File: src/rtl/lpm_pkg.sv
// Shared types and helpers for the lpm_mul_add_seq block.
package lpm_pkg;

   typedef enum logic [1:0] {
      ST_IDLE,
      ST_RUN,
      ST_DONE
   } mul_state_t;

   // Ceiling log2, never below 1 so a counter always has at least one bit.
   function automatic int unsigned clog2(input int unsigned value);
      int unsigned w;
      w = 0;
      while ((64'd1 << w) < 64'(value)) begin
         w = w + 1;
      end
      return (w == 0) ? 1 : w;
   endfunction

endpackage

File: src/rtl/lpm_mul_add_seq_if.sv
// Operand/result handshake bundle for lpm_mul_add_seq.
interface lpm_mul_add_seq_if #(
   parameter int WIDTHQ = 32,
   parameter int WIDTHD = 16
);

   logic                     i_valid;
   logic                     o_ready;
   logic [WIDTHQ-1:0]        i_quotient;
   logic [WIDTHD-1:0]        i_denom;
   logic [WIDTHD-1:0]        i_remain;
   logic                     o_valid;
   logic                     i_ready;
   logic [WIDTHQ+WIDTHD-1:0] o_numer;
   logic                     o_consistent;

   modport master (
      output i_valid, i_quotient, i_denom, i_remain, i_ready,
      input  o_ready, o_valid, o_numer, o_consistent
   );

   modport slave (
      input  i_valid, i_quotient, i_denom, i_remain, i_ready,
      output o_ready, o_valid, o_numer, o_consistent
   );

endinterface

File: src/rtl/lpm_mul_add_seq.sv
// Sequential shift-add reconstruction numer = quotient*denom + remain,
// one multiplier bit per enabled clock, plus a remainder legality flag.
module lpm_mul_add_seq
   import lpm_pkg::*;
#(
   parameter int WIDTHQ = 32,
   parameter int WIDTHD = 16,
   parameter int SIGNED = 0
) (
   input  logic                 i_clock,
   input  logic                 i_aclr,
   input  logic                 i_clken,
   lpm_mul_add_seq_if.slave     bus
);

   localparam int P  = WIDTHQ + WIDTHD;
   localparam int CW = clog2(WIDTHQ);
   localparam logic [CW-1:0] CNT_LAST = CW'(WIDTHQ - 1);

   mul_state_t          state_q, state_d;
   logic [P-1:0]        acc_q;
   logic [P-1:0]        mcand_q;
   logic [WIDTHQ-1:0]   mreg_q;
   logic [CW-1:0]       cnt_q;
   logic                consistent_q;

   logic                sign_d, sign_r;
   logic [P-1:0]        denom_ext, remain_ext;
   logic [WIDTHD:0]     denom_mag;
   logic                consistent_d;
   logic                last_bit, sub_en;
   logic [P-1:0]        addend, acc_sum;

   // Operand extension to P bits and remainder legality check on the live inputs.
   always_comb begin
      sign_d     = (SIGNED != 0) && bus.i_denom[WIDTHD-1];
      sign_r     = (SIGNED != 0) && bus.i_remain[WIDTHD-1];
      denom_ext  = {{WIDTHQ{sign_d}}, bus.i_denom};
      remain_ext = {{WIDTHQ{sign_r}}, bus.i_remain};
      // magnitude kept one bit wider so |most-negative denom| is representable
      if (sign_d) begin
         denom_mag = -{1'b1, bus.i_denom};
      end else begin
         denom_mag = {1'b0, bus.i_denom};
      end
      consistent_d = (bus.i_denom != '0) && !sign_r
                     && ({1'b0, bus.i_remain} < denom_mag);
   end

   // Single P-bit adder/subtractor; the signed MSB of the multiplier weighs -2^i.
   always_comb begin
      last_bit = (cnt_q == CNT_LAST);
      sub_en   = (SIGNED != 0) && last_bit;
      addend   = '0;
      if (mreg_q[0]) begin
         addend = sub_en ? ~mcand_q : mcand_q;
      end
      acc_sum = acc_q + addend + P'(mreg_q[0] && sub_en);
   end

   // Next-state logic for the IDLE/RUN/DONE control sequence.
   always_comb begin
      state_d = state_q;
      case (state_q)
         ST_IDLE: if (bus.i_valid) state_d = ST_RUN;
         ST_RUN:  if (last_bit)    state_d = ST_DONE;
         ST_DONE: if (bus.i_ready) state_d = ST_IDLE;
         default: state_d = ST_IDLE;
      endcase
   end

   // State register; clock enable freezes the handshake.
   always_ff @(posedge i_clock or posedge i_aclr) begin
      if (i_aclr) begin
         state_q <= ST_IDLE;
      end else if (i_clken) begin
         state_q <= state_d;
      end
   end

   // Datapath: capture operands on accept, then one shift-add step per RUN cycle.
   always_ff @(posedge i_clock or posedge i_aclr) begin
      if (i_aclr) begin
         acc_q        <= '0;
         mcand_q      <= '0;
         mreg_q       <= '0;
         cnt_q        <= '0;
         consistent_q <= 1'b0;
      end else if (i_clken) begin
         case (state_q)
            ST_IDLE: begin
               if (bus.i_valid) begin
                  acc_q        <= remain_ext;
                  mcand_q      <= denom_ext;
                  mreg_q       <= bus.i_quotient;
                  cnt_q        <= '0;
                  consistent_q <= consistent_d;
               end
            end
            ST_RUN: begin
               acc_q   <= acc_sum;
               mcand_q <= mcand_q << 1;
               mreg_q  <= mreg_q >> 1;
               cnt_q   <= cnt_q + CW'(1);
            end
            default: ;
         endcase
      end
   end

   // Handshake and result outputs decoded from registered state.
   always_comb begin
      bus.o_ready      = (state_q == ST_IDLE);
      bus.o_valid      = (state_q == ST_DONE);
      bus.o_numer      = acc_q;
      bus.o_consistent = consistent_q;
   end

endmodule

File: src/flat_wrapper.sv
// flat-port wrapper written by rule: the top's interface ports become plain ports
module lpm_mul_add_seq_flat import lpm_pkg::*;
#(
   parameter int WIDTHQ = 32,
   parameter int WIDTHD = 16,
   parameter int SIGNED = 0
)
  (i_clock, i_aclr, i_clken, bus_i_valid, bus_i_quotient, bus_i_denom, bus_i_remain, bus_i_ready, bus_o_ready, bus_o_valid, bus_o_numer, bus_o_consistent);
  lpm_mul_add_seq_if #(.WIDTHQ(WIDTHQ), .WIDTHD(WIDTHD)) bus_i ();
  input  logic i_clock;
  input  logic i_aclr;
  input  logic i_clken;
  input wire logic [$bits(bus_i.i_valid)-1:0] bus_i_valid;
  input wire logic [$bits(bus_i.i_quotient)-1:0] bus_i_quotient;
  input wire logic [$bits(bus_i.i_denom)-1:0] bus_i_denom;
  input wire logic [$bits(bus_i.i_remain)-1:0] bus_i_remain;
  input wire logic [$bits(bus_i.i_ready)-1:0] bus_i_ready;
  output wire logic [$bits(bus_i.o_ready)-1:0] bus_o_ready;
  output wire logic [$bits(bus_i.o_valid)-1:0] bus_o_valid;
  output wire logic [$bits(bus_i.o_numer)-1:0] bus_o_numer;
  output wire logic [$bits(bus_i.o_consistent)-1:0] bus_o_consistent;
  assign bus_i.i_valid = bus_i_valid;
  assign bus_i.i_quotient = bus_i_quotient;
  assign bus_i.i_denom = bus_i_denom;
  assign bus_i.i_remain = bus_i_remain;
  assign bus_i.i_ready = bus_i_ready;
  assign bus_o_ready = bus_i.o_ready;
  assign bus_o_valid = bus_i.o_valid;
  assign bus_o_numer = bus_i.o_numer;
  assign bus_o_consistent = bus_i.o_consistent;
  lpm_mul_add_seq #(.WIDTHQ(WIDTHQ), .WIDTHD(WIDTHD), .SIGNED(SIGNED)) u_core (.i_clock(i_clock), .i_aclr(i_aclr), .i_clken(i_clken), .bus(bus_i));
endmodule
File: config.mk
export PLATFORM = sky130hd
export DESIGN_NAME = lpm_mul_add_seq_flat
export DESIGN_NICKNAME = d
export VERILOG_FILES = /design/src/rtl/lpm_pkg.sv /design/src/rtl/lpm_mul_add_seq_if.sv /design/src/rtl/lpm_mul_add_seq.sv /design/src/flat_wrapper.sv
export SDC_FILE = /design/constraint.sdc
export NUM_CORES = 1
export LEC_CHECK = 0
export BUFFER_PORTS_ARGS = -buffer_cell sky130_fd_sc_hd__buf_2
export CORE_MARGIN = 10
export CORE_UTILIZATION = 27
export DETAILED_ROUTE_END_ITERATION = 7
export PLACE_DENSITY = 0.52
export SLEW_MARGIN = 20
export SYNTH_ARGS = -nofsm -noshare
export SYNTH_HDL_FRONTEND = slang
export SYNTH_SLANG_ARGS = --single-unit
File: constraint.sdc
create_clock -name i_clock -period 4.85 [get_ports i_clock]
set_input_delay 0.97 -clock i_clock [delete_from_list [all_inputs] [get_ports i_clock]]
set_output_delay 0.97 -clock i_clock [all_outputs]
set_load 0.05 [all_outputs]
# --- After elaboration in Yosys (flattened, before gate mapping) ---
# Cells that the tools add are included.
word_totals:
  register_bits: 136
  output_inout_bits: 51
  input_bits: 69
classes:
  mux: 13
  n_lt_le_gt_ge: 1
  eq_ne: 6
  n_reduce_logical: 7
  addsub: 2
op_table:
  columns: ["cell", "n"]
  rows:
  - ["$pmux 48 s2", 2]
  - ["$mux 48", 3]
  - ["$pmux 32 s2", 1]
  - ["$add 48x48->48", 1]
  - ["$mux 32", 1]
  - ["$lt 16x16->1", 1]
  - ["$reduce_bool 16->1", 1]
  - ["$pmux 5 s2", 1]
  - ["$mux 2", 3]
  - ["$pmux 2 s3", 1]
  - ["$reduce_and 3->1", 2]
  - ["$add 5x1->5 const B", 1]
  - ["$eq 5x5->1 const B", 1]
  - ["$mux 5", 1]
  - ["$ne 2x2->1 const B", 2]
  - ["$reduce_and 4->1", 1]
  - ["$eq 2x1->1 const B", 1]
  - ["$eq 2x2->1 const B", 1]
  - ["$logic_not 2->1", 1]
  - ["$ne 2x1->1 const B", 1]
  - ["$reduce_bool 2->1", 1]
  - ["$logic_and 1x1->1", 1]

# --- Longest topological paths before layout ---
depth:
  depth_word: 3
  ltp_mapped: 16

# --- Worst setup path before layout ---
# Ideal clock, no wire load.
synth_timing:
  kind: "flip-flop to flip-flop"
  start: "reg u_core.acc_q[0] (netlist: u_core.bus.o_numer[0])"
  end: "reg u_core.acc_q[46] (netlist: u_core.bus.o_numer[46])"
  path_stages_with_launch: 15
  setup_ns: 0.080
  t_required_ns: 4.770
  synth_period_minus_slack_ns: 3.419
  n_path_buf: 0
  arrival_ns: 3.338
  path_slack_ns: 1.431
  cell_sequence: "dfrtp_1 -> ha_1 -> inv_1 -> fa_1 -> nand2b_1 -> a21oi_2 -> nor3_1 -> o21ai_4 -> a41oi_4 -> o21ai_2 -> nand2_1 -> o31a_1 -> o311a_1 -> and4_4 -> nor3_2"
synth_via:
  elab_chain_cells: 2
synth_lines:
  columns: ["element", "line", "rtl"]
  rows:
  - ["start, declared", "lpm_mul_add_seq.sv:21", "logic [P-1:0] acc_q;"]
  - ["start signal, assigned", "lpm_mul_add_seq.sv:93", "acc_q <= remain_ext;"]
  - ["start signal, assigned", "lpm_mul_add_seq.sv:101", "acc_q <= acc_sum;"]
  - ["$add 48x48->48", "lpm_mul_add_seq.sv:58", "acc_sum = acc_q + addend + P'(mreg_q[0] && sub_en);"]
  - ["$pmux 48 s2", "lpm_mul_add_seq.sv:90", "case (state_q)"]
# Every way passes these cells.
# A chain may end at the register's enable or synchronous reset.

# --- Worst setup path in the final report ---
layout_timing:
  start: "reg u_core.mreg_q[0]"
  end: "reg u_core.acc_q[46] (netlist: u_core.bus.o_numer[46])"
layout_via:
  elab_chain_cells: 3
layout_lines:
  columns: ["element", "line", "rtl"]
  rows:
  - ["start, declared", "lpm_mul_add_seq.sv:23", "logic [WIDTHQ-1:0] mreg_q;"]
  - ["start signal, assigned", "lpm_mul_add_seq.sv:95", "mreg_q <= bus.i_quotient;"]
  - ["start signal, assigned", "lpm_mul_add_seq.sv:103", "mreg_q <= mreg_q >> 1;"]
  - ["$mux 48", "lpm_mul_add_seq.sv:55", "if (mreg_q[0]) begin"]
  - ["$add 48x48->48", "lpm_mul_add_seq.sv:58", null]
  - ["$pmux 48 s2", "lpm_mul_add_seq.sv:90", null]
# Every way passes these cells.

==> results.ini <==
[logic_synthesis]
syn_nets = 1152
ys_seq_elements = 136
yosysSeqAreaShare_pct = 39.0
ys_async_sr_fraction_pct = 100
ys_types = 64
netlist.area_leader.share_pct = 39.0
yosysWarnings = 0
synthFlopType = dfrtp_1
syn_area_per_cell_sq_um = 8.56
synth_edf_count = 0
synthesis.area_sq_mm = 0.00872
yosysTopAreaCell = dfrtp_1
syn_inst = 1018
yosys-top-cells-area = dfrtp_1 39%, ha_1 9.2%, nand2_1 7.3%

[power_and_ir_drop]
power.leakage_nw = 4.76
ir_drop_v = 0.000254
combPwrFrac_pct = 56.9
p_clk_share_pct = 17.1
finalPower_mw = 7.36
p_seq_share_pct = 26.0
switchingPower_mw = 3.58
p_int_mw = 3.78
p_per_area_mw_per_mm2 = 718
switching_share_pct = 48.6

[clock_network]
clockRootBuffer = clkbuf_16
cts_tree = built
h-tree-depth = 4
clk_pin_slew_ns = 0.06
cts_hold_buf = 0
clk_path_buf_depth = 2
clk_latency_ns = 0.43
cts_sinks = 136
cts-buffers-inserted = 17
post-cts-setup-buffers = 0
post_cts_resize_count = 0

[timing]
fin_worst_skew_ns = 0.0117
fin_ws_ns = 0.871
hold_violations = 0
min_period_ns = 3.98
fin_hold_ws_ns = 0.506
tns_ns = 0
fmax_mhz = 251
maxSlewHeadroom_pct = 42.1
setup_viol = 0
slew_violations = 0
tightest_slew_ns = 0.869
rsz0062_at_grt = false
fin_crit_sh_pct = 82.0

[global_routing]
top_usage_layer = met2
grt_pass1_vias = 7623
use_met3_pct = 2.89
grt.met2_usage_pct = 20.2
antenna_found_initial = 1
grt_pass1_wl_mm = 42.1
grt_max_degree = 92
grt_util_met1_pct = 18.1
grt_overflow = 0
grt_use_total_pct = 13.2

[hold_path]
hp-start = u_core.mcand_q[47]$_DFFE_PP0P_
hp-class = reg2reg

[worst_setup_path]
cp.arrival_ns = 4.33
path_class = reg2reg
startpoint = u_core.mreg_q[0]$_DFFE_PP0P_
r2r_start = u_core.mreg_q[0]$_DFFE_PP0P_
cp-start-kind = flop
critical_path_required_ns = 5.20
cp_max_fo = 48
endpoint_kind = flop

[final_layout]
num-nets-final = 1239
most-common-layout-cells = 168 x nand2_1, 136 x dfrtp_1, 119 x buf_2, 75 x nor2_1
final_core_util_pct = 32.3
n_fill_cell = 3394
syn_to_final_growth_pct = 17.7
layout_commonest_cell = nand2_1
drive_above_1_share_pct = 16.5
num_antenna_cells = 0

[route]
drt_iter0_markers = 530
ant_nets = 0
vias_per_cell = 5.02
drcViolationCount = 0
firstDrtPassIters = 5
routedWlPerCell_um = 17.1
vias = 7632
wl_mm = 26.0

[floorplanning]
die_x_um = 200
io_pins = 120
fp.dieH_um = 200
die-area_sq_mm = 0.0399
start_util_pct = 27.5
core-area_sq_mm = 0.0317
rows = 65

[placement]
gp_congestion = 0.869
hpwl_mm = 18.9
pre_cts_ws_ns = 0.881
io_buffers = 119

[run]
cap_violations = 0

[status]
status = finished clean

[worst max-delay path: stages (launching register included)]
cell and delay [ns]:
dfrtp_1 0.34, buf_4 0.39, and2_1 0.20, ha_1 0.19, inv_1 0.07, fa_1 0.38
nand2b_1 0.20, a21oi_2 0.18, nor3_1 0.10, o21ai_4 0.25, a41oi_4 0.19, o21ai_2 0.24
nand2_1 0.11, o31a_1 0.36, o311a_1 0.38, and4_4 0.18, nor3_2 0.14
[layer usage]
layer  up-vias  share of wire (%)
met1      3668                 50
li1       3791                  -
met3        30                3.8
met5         -              0.027
met4         2                1.8
met2       141                 44
[cells by family after synthesis]
kind of cell | after synthesis | share of synthesized area, %
compound gates | 306 | 23.2
xor+xnor | 41 | 4.12
fa+ha+maj | 65 | 9.42
buf+inv | 95 | 4.29
flops | 136 | 39.0
mux | 2 | 0.244
simple gates | 373 | 19.6
[sequential cells by signal, summed over array words and instances (netlist names)]
register,count
u_core.bus.o_numer,48
u_core.mcand_q,48
u_core.mreg_q,32
u_core.cnt_q,5
u_core.state_q,2
u_core.bus.o_consistent,1
[area by class of cell]
cell class	count	area (sq um)	share of cell area, %
flip-flops and latches	136	3400	33.2
well taps	402	503	4.90
inverters	34	133	1.29
multi-input cells	787	4970	48.4
clock buffers	18	429	4.18
clock inverters	14	128	1.24
repair buffers	129	696	6.78
[final timing paths]
path,end,slack (ns),cells after the start
max in group asynchronous,u_core.bus.o_numer[17]$_DFFE_PP0P_,3.23,3
min reg2reg,u_core.mcand_q[47]$_DFFE_PP0P_,0.51,1
max,u_core.bus.o_numer[46]$_DFFE_PP0P_,0.87,16
min,u_core.mcand_q[47]$_DFFE_PP0P_,0.51,1
min in group asynchronous,u_core.mreg_q[10]$_DFFE_PP0P_,0.74,2
max reg2reg,u_core.bus.o_numer[46]$_DFFE_PP0P_,0.87,16
[power by group through the flow]
stage	clock (mW)	combinational [mW]	sequential [mW]
6_report	1.26	4.19	1.91
5_1_grt	1.34	4.64	1.98
4_1_cts	1.29	4.22	1.92
3_5_place_dp	0	4.20	1.93
3_3_place_gp	0	4.19	1.93
2_1_floorplan	0	2.70	2.39
[Yosys cell counts (2+ instances only)]
| library cell | number |
|---|---|
| nand2_1 | 169 |
| dfrtp_1 | 136 |
| nor2_1 | 77 |
| a21oi_1 | 64 |
| ha_1 | 64 |
| o21ai_0 | 58 |
| a31oi_1 | 54 |
| and2_1 | 50 |
| clkbuf_1 | 46 |
| a22o_1 | 39 |
| inv_1 | 34 |
| a21o_1 | 22 |
| xnor2_1 | 21 |
| xor2_1 | 20 |
| nand3_1 | 18 |
| nand4_1 | 16 |
| nand2b_1 | 11 |
| o21ai_1 | 11 |
| o21bai_1 | 9 |
| a211oi_1 | 8 |
| buf_2 | 8 |
| a22oi_1 | 7 |
| nor2b_1 | 7 |
| buf_1 | 5 |
| nor3_1 | 5 |
| nor4_1 | 5 |
| a31o_2 | 3 |
| a32o_1 | 3 |
| and3_1 | 3 |
| o211ai_1 | 3 |
| or3_1 | 3 |
| a211o_1 | 2 |
| a311oi_1 | 2 |
| buf_4 | 2 |
| nor3_2 | 2 |
| o31a_1 | 2 |
| or2_2 | 2 |
[through the flow]
stage               area (sq um)  std cells
floorplan                   8720       1018
global placement            9700       1488
detailed placement          9700       1488
CTS                        10300       1520
global route               10300       1520
finish                     10300       1520
No activity file was read; power rests on OpenSTA's default activity.
